===== src/rtl/y_rx_pkg.sv =====
// Shared types and constants for the Y-bus receiver.
package y_rx_pkg;

  typedef enum logic [1:0] {
    ST_IDLE     = 2'd0,
    ST_ACK      = 2'd1,
    ST_WAIT_LOW = 2'd2
  } rx_state_e;

  localparam logic PARITY_EVEN = 1'b0;
  localparam logic PARITY_ODD  = 1'b1;

  localparam int unsigned ERRW_DEFAULT = 8;

  // A word is good when data XOR parity reduces to the selected mode bit.
  function automatic logic parity_ok(input logic [31:0] data,
                                     input logic        par,
                                     input logic        mode);
    return ((^data) ^ par) == (mode == PARITY_ODD);
  endfunction

endpackage


===== src/rtl/y_rx_fifo.sv =====
// Power-of-two circular FIFO; head word is held on DOUT after the FIFO drains.
module y_rx_fifo
  import y_rx_pkg::*;
#(
  parameter  int unsigned DEPTH = 4,
  parameter  int unsigned DW    = 32,
  localparam int unsigned AW    = $clog2(DEPTH),
  localparam int unsigned CW    = AW + 1
) (
  input  logic          clk,
  input  logic          rst,
  input  logic          push,
  input  logic          pop,
  input  logic [DW-1:0] din,
  output logic [DW-1:0] dout,
  output logic [CW-1:0] count
);

  localparam logic [CW-1:0] FULL = CW'(DEPTH);

  logic [DW-1:0] mem_q [DEPTH];
  logic [AW-1:0] wr_ptr_q, rd_ptr_q;
  logic [CW-1:0] count_q, count_d;
  logic [DW-1:0] last_q;
  logic          push_eff, pop_eff;

  assign pop_eff  = pop && (count_q != '0);
  assign push_eff = push && (count_q != FULL);

  always_comb begin
    count_d = count_q;
    if (push_eff && !pop_eff)
      count_d = count_q + CW'(1);
    else if (!push_eff && pop_eff)
      count_d = count_q - CW'(1);
  end

  always_ff @(posedge clk) begin
    if (push_eff)
      mem_q[wr_ptr_q] <= din;
  end

  // Pointers wrap naturally because DEPTH is a power of two.
  always_ff @(posedge clk or posedge rst) begin
    if (rst) begin
      wr_ptr_q <= '0;
      rd_ptr_q <= '0;
      count_q  <= '0;
      last_q   <= '0;
    end else begin
      if (push_eff)
        wr_ptr_q <= wr_ptr_q + AW'(1);
      if (pop_eff)
        rd_ptr_q <= rd_ptr_q + AW'(1);
      count_q <= count_d;
      if (count_q != '0)
        last_q <= mem_q[rd_ptr_q];
    end
  end

  // Storage is not reset, so the head is only exposed while non-empty.
  assign dout  = (count_q != '0) ? mem_q[rd_ptr_q] : last_q;
  assign count = count_q;

endmodule


===== src/rtl/y_receiver.sv =====
// Four-phase Y-bus receiver: parity-checks each word, queues good ones, counts bad ones.
module y_receiver
  import y_rx_pkg::*;
#(
  parameter  int unsigned DEPTH = 4,
  parameter  int unsigned ERRW  = ERRW_DEFAULT,
  localparam int unsigned CW    = $clog2(DEPTH) + 1
) (
  input  logic            HCLK,
  input  logic            HRESET,
  input  logic            YREQ,
  input  logic [31:0]     YDATA,
  input  logic            YPARITY,
  input  logic            PARTYSEL,
  output logic            YACK,
  output logic [31:0]     DOUT,
  output logic            DVALID,
  input  logic            DREADY,
  output logic            PERR,
  output logic [ERRW-1:0] ERRCNT,
  output logic [CW-1:0]   COUNT
);

  rx_state_e       state_q;
  logic            yack_q;
  logic            perr_q;
  logic [ERRW-1:0] errcnt_q;
  logic [CW-1:0]   fifo_count;
  logic            word_good;
  logic            has_space;
  logic            accept;
  logic            push;

  assign word_good = parity_ok(YDATA, YPARITY, PARTYSEL);
  assign has_space = fifo_count < CW'(DEPTH);
  // Bad words are never stored, so they are accepted even when full.
  assign accept    = (state_q == ST_IDLE) && YREQ && (has_space || !word_good);
  assign push      = accept && word_good;

  always_ff @(posedge HCLK or posedge HRESET) begin
    if (HRESET) begin
      state_q  <= ST_IDLE;
      yack_q   <= 1'b0;
      perr_q   <= 1'b0;
      errcnt_q <= '0;
    end else begin
      case (state_q)
        ST_IDLE: begin
          if (accept) begin
            state_q <= ST_ACK;
            yack_q  <= 1'b1;
            if (!word_good) begin
              perr_q <= 1'b1;
              if (errcnt_q != '1)
                errcnt_q <= errcnt_q + ERRW'(1);
            end
          end
        end
        ST_ACK: begin
          if (!YREQ) begin
            state_q <= ST_WAIT_LOW;
            yack_q  <= 1'b0;
          end
        end
        ST_WAIT_LOW: begin
          state_q <= ST_IDLE;
          yack_q  <= 1'b0;
        end
        default: begin
          state_q <= ST_IDLE;
          yack_q  <= 1'b0;
        end
      endcase
    end
  end

  y_rx_fifo #(
    .DEPTH (DEPTH),
    .DW    (32)
  ) u_fifo (
    .clk   (HCLK),
    .rst   (HRESET),
    .push  (push),
    .pop   (DREADY),
    .din   (YDATA),
    .dout  (DOUT),
    .count (fifo_count)
  );

  assign YACK   = yack_q;
  assign PERR   = perr_q;
  assign ERRCNT = errcnt_q;
  assign COUNT  = fifo_count;
  assign DVALID = (fifo_count != '0);

endmodule


===== config.mk =====
export PLATFORM = sky130hd
export DESIGN_NAME = y_receiver
export DESIGN_NICKNAME = d
export VERILOG_FILES = /design/src/rtl/y_rx_pkg.sv /design/src/rtl/y_rx_fifo.sv /design/src/rtl/y_receiver.sv
export SDC_FILE = /design/constraint.sdc
export NUM_CORES = 1
export LEC_CHECK = 0
export ABC_AREA = 1
export ABC_CLOCK_PERIOD_IN_PS = 2900
export BUFFER_PORTS_ARGS = -buffer_cell sky130_fd_sc_hd__clkbuf_2
export CORE_ASPECT_RATIO = 0.9
export CORE_MARGIN = 2
export CORE_UTILIZATION = 54
export CTS_CLUSTER_SIZE = 30
export DETAILED_ROUTE_END_ITERATION = 12
export PLACE_DENSITY = 0.76
export REMOVE_ABC_BUFFERS = 1
export SETUP_SLACK_MARGIN = 0.2
export SYNTH_ARGS = -nofsm -noshare
export SYNTH_HDL_FRONTEND = slang
export SYNTH_HIERARCHICAL = 1
export SYNTH_SLANG_ARGS = --single-unit
export TNS_END_PERCENT = 20

===== constraint.sdc =====
create_clock -name HCLK -period 2.9 [get_ports HCLK]
set_clock_uncertainty 0.1 [all_clocks]
set_input_delay 0.145 -clock HCLK [delete_from_list [all_inputs] [get_ports HCLK]]
set_output_delay 0.145 -clock HCLK [all_outputs]
set_load 0.01 [all_outputs]

==> reports/results.ini <==
[worst_setup_path]
crit_path_end_kind=flip-flop
rrSetupSlack_ns=0.49
r2r_cells=11
r2r_start=state_q[0]$_DFFE_PP0P_
worstSetupPathType=reg -> reg
critPathMaxFanout=4
crit_arrival_ns=2.63
worst-path-buf-inv=2
cpPeakStageDelay_ns=0.42
cp.depth=11
critPathTopFamily=simple AND/OR/NAND/NOR gates
cp.required_ns=3.12
crit_slowest_cell=dfrtp_1
crit_chain=nor2_1, nand2_1, inv_1, and3_1, a21boi_1, ha_1, inv_1, fa_1, nand2_1, nand3_1, xor2_1
reg2reg_to=u_fifo/count[2]$_DFFE_PP0P_
worstSetupStartpointType=flip-flop

[cts]
clock_path_buffers=2
cts_htree_levels=4
tritoncts=done
cts.sink_count=178
insertion_delay_ns=0.43
cts-root-buf=clkbuf_16
clk_pin_slew_ns=0.07
cts_buffers=17
cts_setup_buffers=0

[global_route]
grt_antenna_before_repair=0
gr-total-overflow=0
grt_pass1_wl_microns=28860
grtUsageTotal_pct=22.99
grt_pass1_vias=5948
grt_start_max_net_pins=66

[synthesis]
synthesis.area_sq_mm=0.008464
ys_seq_area_share_pct=60.19
yosys_register_bits=178
synthCells=927
syn_avg_cell_area_sq_um=9.131
ys_warn_count=6
ys_types=30

[sta]
whs_ns=0.1482
fin_tns_setup_ns=0
setup_violations=0
max_freq_ghz=0.4149
finalCriticalPeriod_ns=2.410
period_share_pct=83.11
tightestPinTransition_ns=0.9394
slew_headroom_pct=37.28
rsz0062_at_grt=false
drv_slew=0
hold_viol_final=0

[floorplanning]
die_area_sq_mm=0.01669
die_h_microns=122.8
io_pins=84
core_area_sq_mm=0.01539
start_util_pct=55.01
dieWidth_microns=136.0
rows=43

[power]
swShare_pct=37.24
power_leakage_nw=4.898
p_comb_share_pct=36.4
vdd_drop_max_uv=494.9
p_sw_w=0.003309
p_int_w=0.005577
power_per_cell_area_mw_per_mm2=889.0
seqPwrFrac_pct=37.6
pwr-share-clk_pct=26.0

[min_path]
holdCritPathClass=in -> async

[routing]
postRouteAntennaNets=0
viasPerCell=4.876
route.final.wire_length_microns=18090
wire_per_inst_microns=14.30
dr.pass1.iters=5
num_vias=6168
drt_iter0_markers=463
route.detailed.drc=0

[cells_and_area]
nets=1095
stdcell_area_sq_mm=0.009996
antenna-diode-count=0
final_cell_mix=nand2_1 (403), edfxtp_1 (128), inv_1 (99), clkbuf_2 (83), nand3_1 (78)
area_growth_pct=18.09
final_common_cell=nand2_1
layout-drive-gt1-share_pct=19.66

[placement]
port_buffers=83
post_dp_cell_area_sq_mm=0.009049
place.gp.congestion=0.7888
hpwl_microns=10470

[status]
status=complete, no violations

[run]
maxCapViolCount=0

## layer usage
metal | wire (microns) | track usage, % | up-vias | share of wire, %
li1 | - | - | 3105 | -
met1 | 7695 | 28.28 | 2862 | 43
met2 | 8954 | 39.36 | 176 | 49
met3 | 1035 | 4.874 | 25 | 5.7
met4 | 405 | 10.16 | 0 | 2.2
met5 | 0 | 0 | - | 0
## metrics by stage
stage / worst slack [ns] / instances / total power (W) / util (%)
detailed placement: 0.05653 / 1198 / 0.006599 / 58.81
finish: 0.4897 / 1265 / 0.008886 / 64.96
floorplan: -0.2549 / 900 / 0.005385 / -
global route: 0.2446 / 1265 / 0.009513 / 64.96
CTS: 0.2448 / 1265 / 0.008953 / 64.95
global placement: 0.1637 / 1198 / 0.006526 / 58.81
## worst max-delay path by stage
stage,from,endpoint
6_report,state_q[0]$_DFFE_PP0P_,u_fifo/count[2]$_DFFE_PP0P_
5_1_grt,YDATA[24],u_fifo/count[2]$_DFFE_PP0P_
4_1_cts,u_fifo/count[0]$_DFFE_PP0P_,DOUT[16]
3_5_place_dp,YDATA[30],u_fifo/count[2]$_DFFE_PP0P_
3_3_place_gp,YDATA[25],u_fifo/count[2]$_DFFE_PP0P_
2_1_floorplan,YDATA[25],u_fifo/mem_q[0][0]$_DFFE_PP_
## synth_stat cells (all sizes together)
master | number | area, sq um
buf | 27 | 217.7
xnor2 | 12 | 105.1
a21boi | 1 | 7.510
nand4 | 1 | 21.27
fa | 1 | 20.02
or2 | 1 | 6.260
edfxtp | 128 | 3844
ha | 6 | 75.07
inv | 153 | 574.3
nand3 | 83 | 447.9
o21ai | 3 | 15.01
dfrtp | 50 | 1251
nor3 | 2 | 10.01
clkinv | 13 | 55.05
nand2 | 414 | 1592
o211ai | 1 | 7.510
and3 | 1 | 6.260
nor2 | 16 | 86.34
xor2 | 14 | 122.6
## cells by family (layout without fill, tap and decap cells)
group,after synthesis,after routing,share of synthesized area [%]
compound gates,5,5,0.3548
xor+xnor,26,26,2.690
fa+ha+maj,7,7,1.123
buf+inv,193,329,10.01
flops,178,178,60.19
simple gates,518,518,25.63
## power by group through the flow
stage               logic (W)  registers [W]  clock network (W)
global placement      0.00315        0.00338                  0
floorplan             0.00187        0.00351                  0
finish                0.00324        0.00334            0.00231
global route          0.00367        0.00339            0.00246
detailed placement    0.00321        0.00339                  0
CTS                   0.00327        0.00334            0.00234
## final cells by class
type                            instances  area [sq um]
Timing Repair Buffer                  131         888.4
Sequential cell                       178          5096
Clock inverter                         14         165.2
Fill cell                            1226          5391
Multi-Input combinational cell        556          2532
Clock buffer                           18         429.2
Inverter                              166         631.9
Tap cell                              202         252.7
## sequential cells by signal, summed over array words and instances, names as in the netlist
name and count:
u_fifo/count 3, state_q 2, u_fifo/mem_q 128, u_fifo/rd_ptr_q 2, ERRCNT 8, u_fifo/last_q 32, PERR 1, u_fifo/wr_ptr_q 2
## worst min-delay path: stages
cell	delay [ns]
dlygate4sd3_1	0.54
clkbuf_2	0.12
inv_1	0.31
## repair_timing
| action | 4_1_cts | 5_1_grt |
|---|---|---|
| endpoints found under the hold margin | 181 | 0 |
| hold buffers | 35 | 0 |
| resized for setup | 0 | 2 |
| setup endpoints to repair | 0 | 32 |
(Power assumes the default switching activity.)
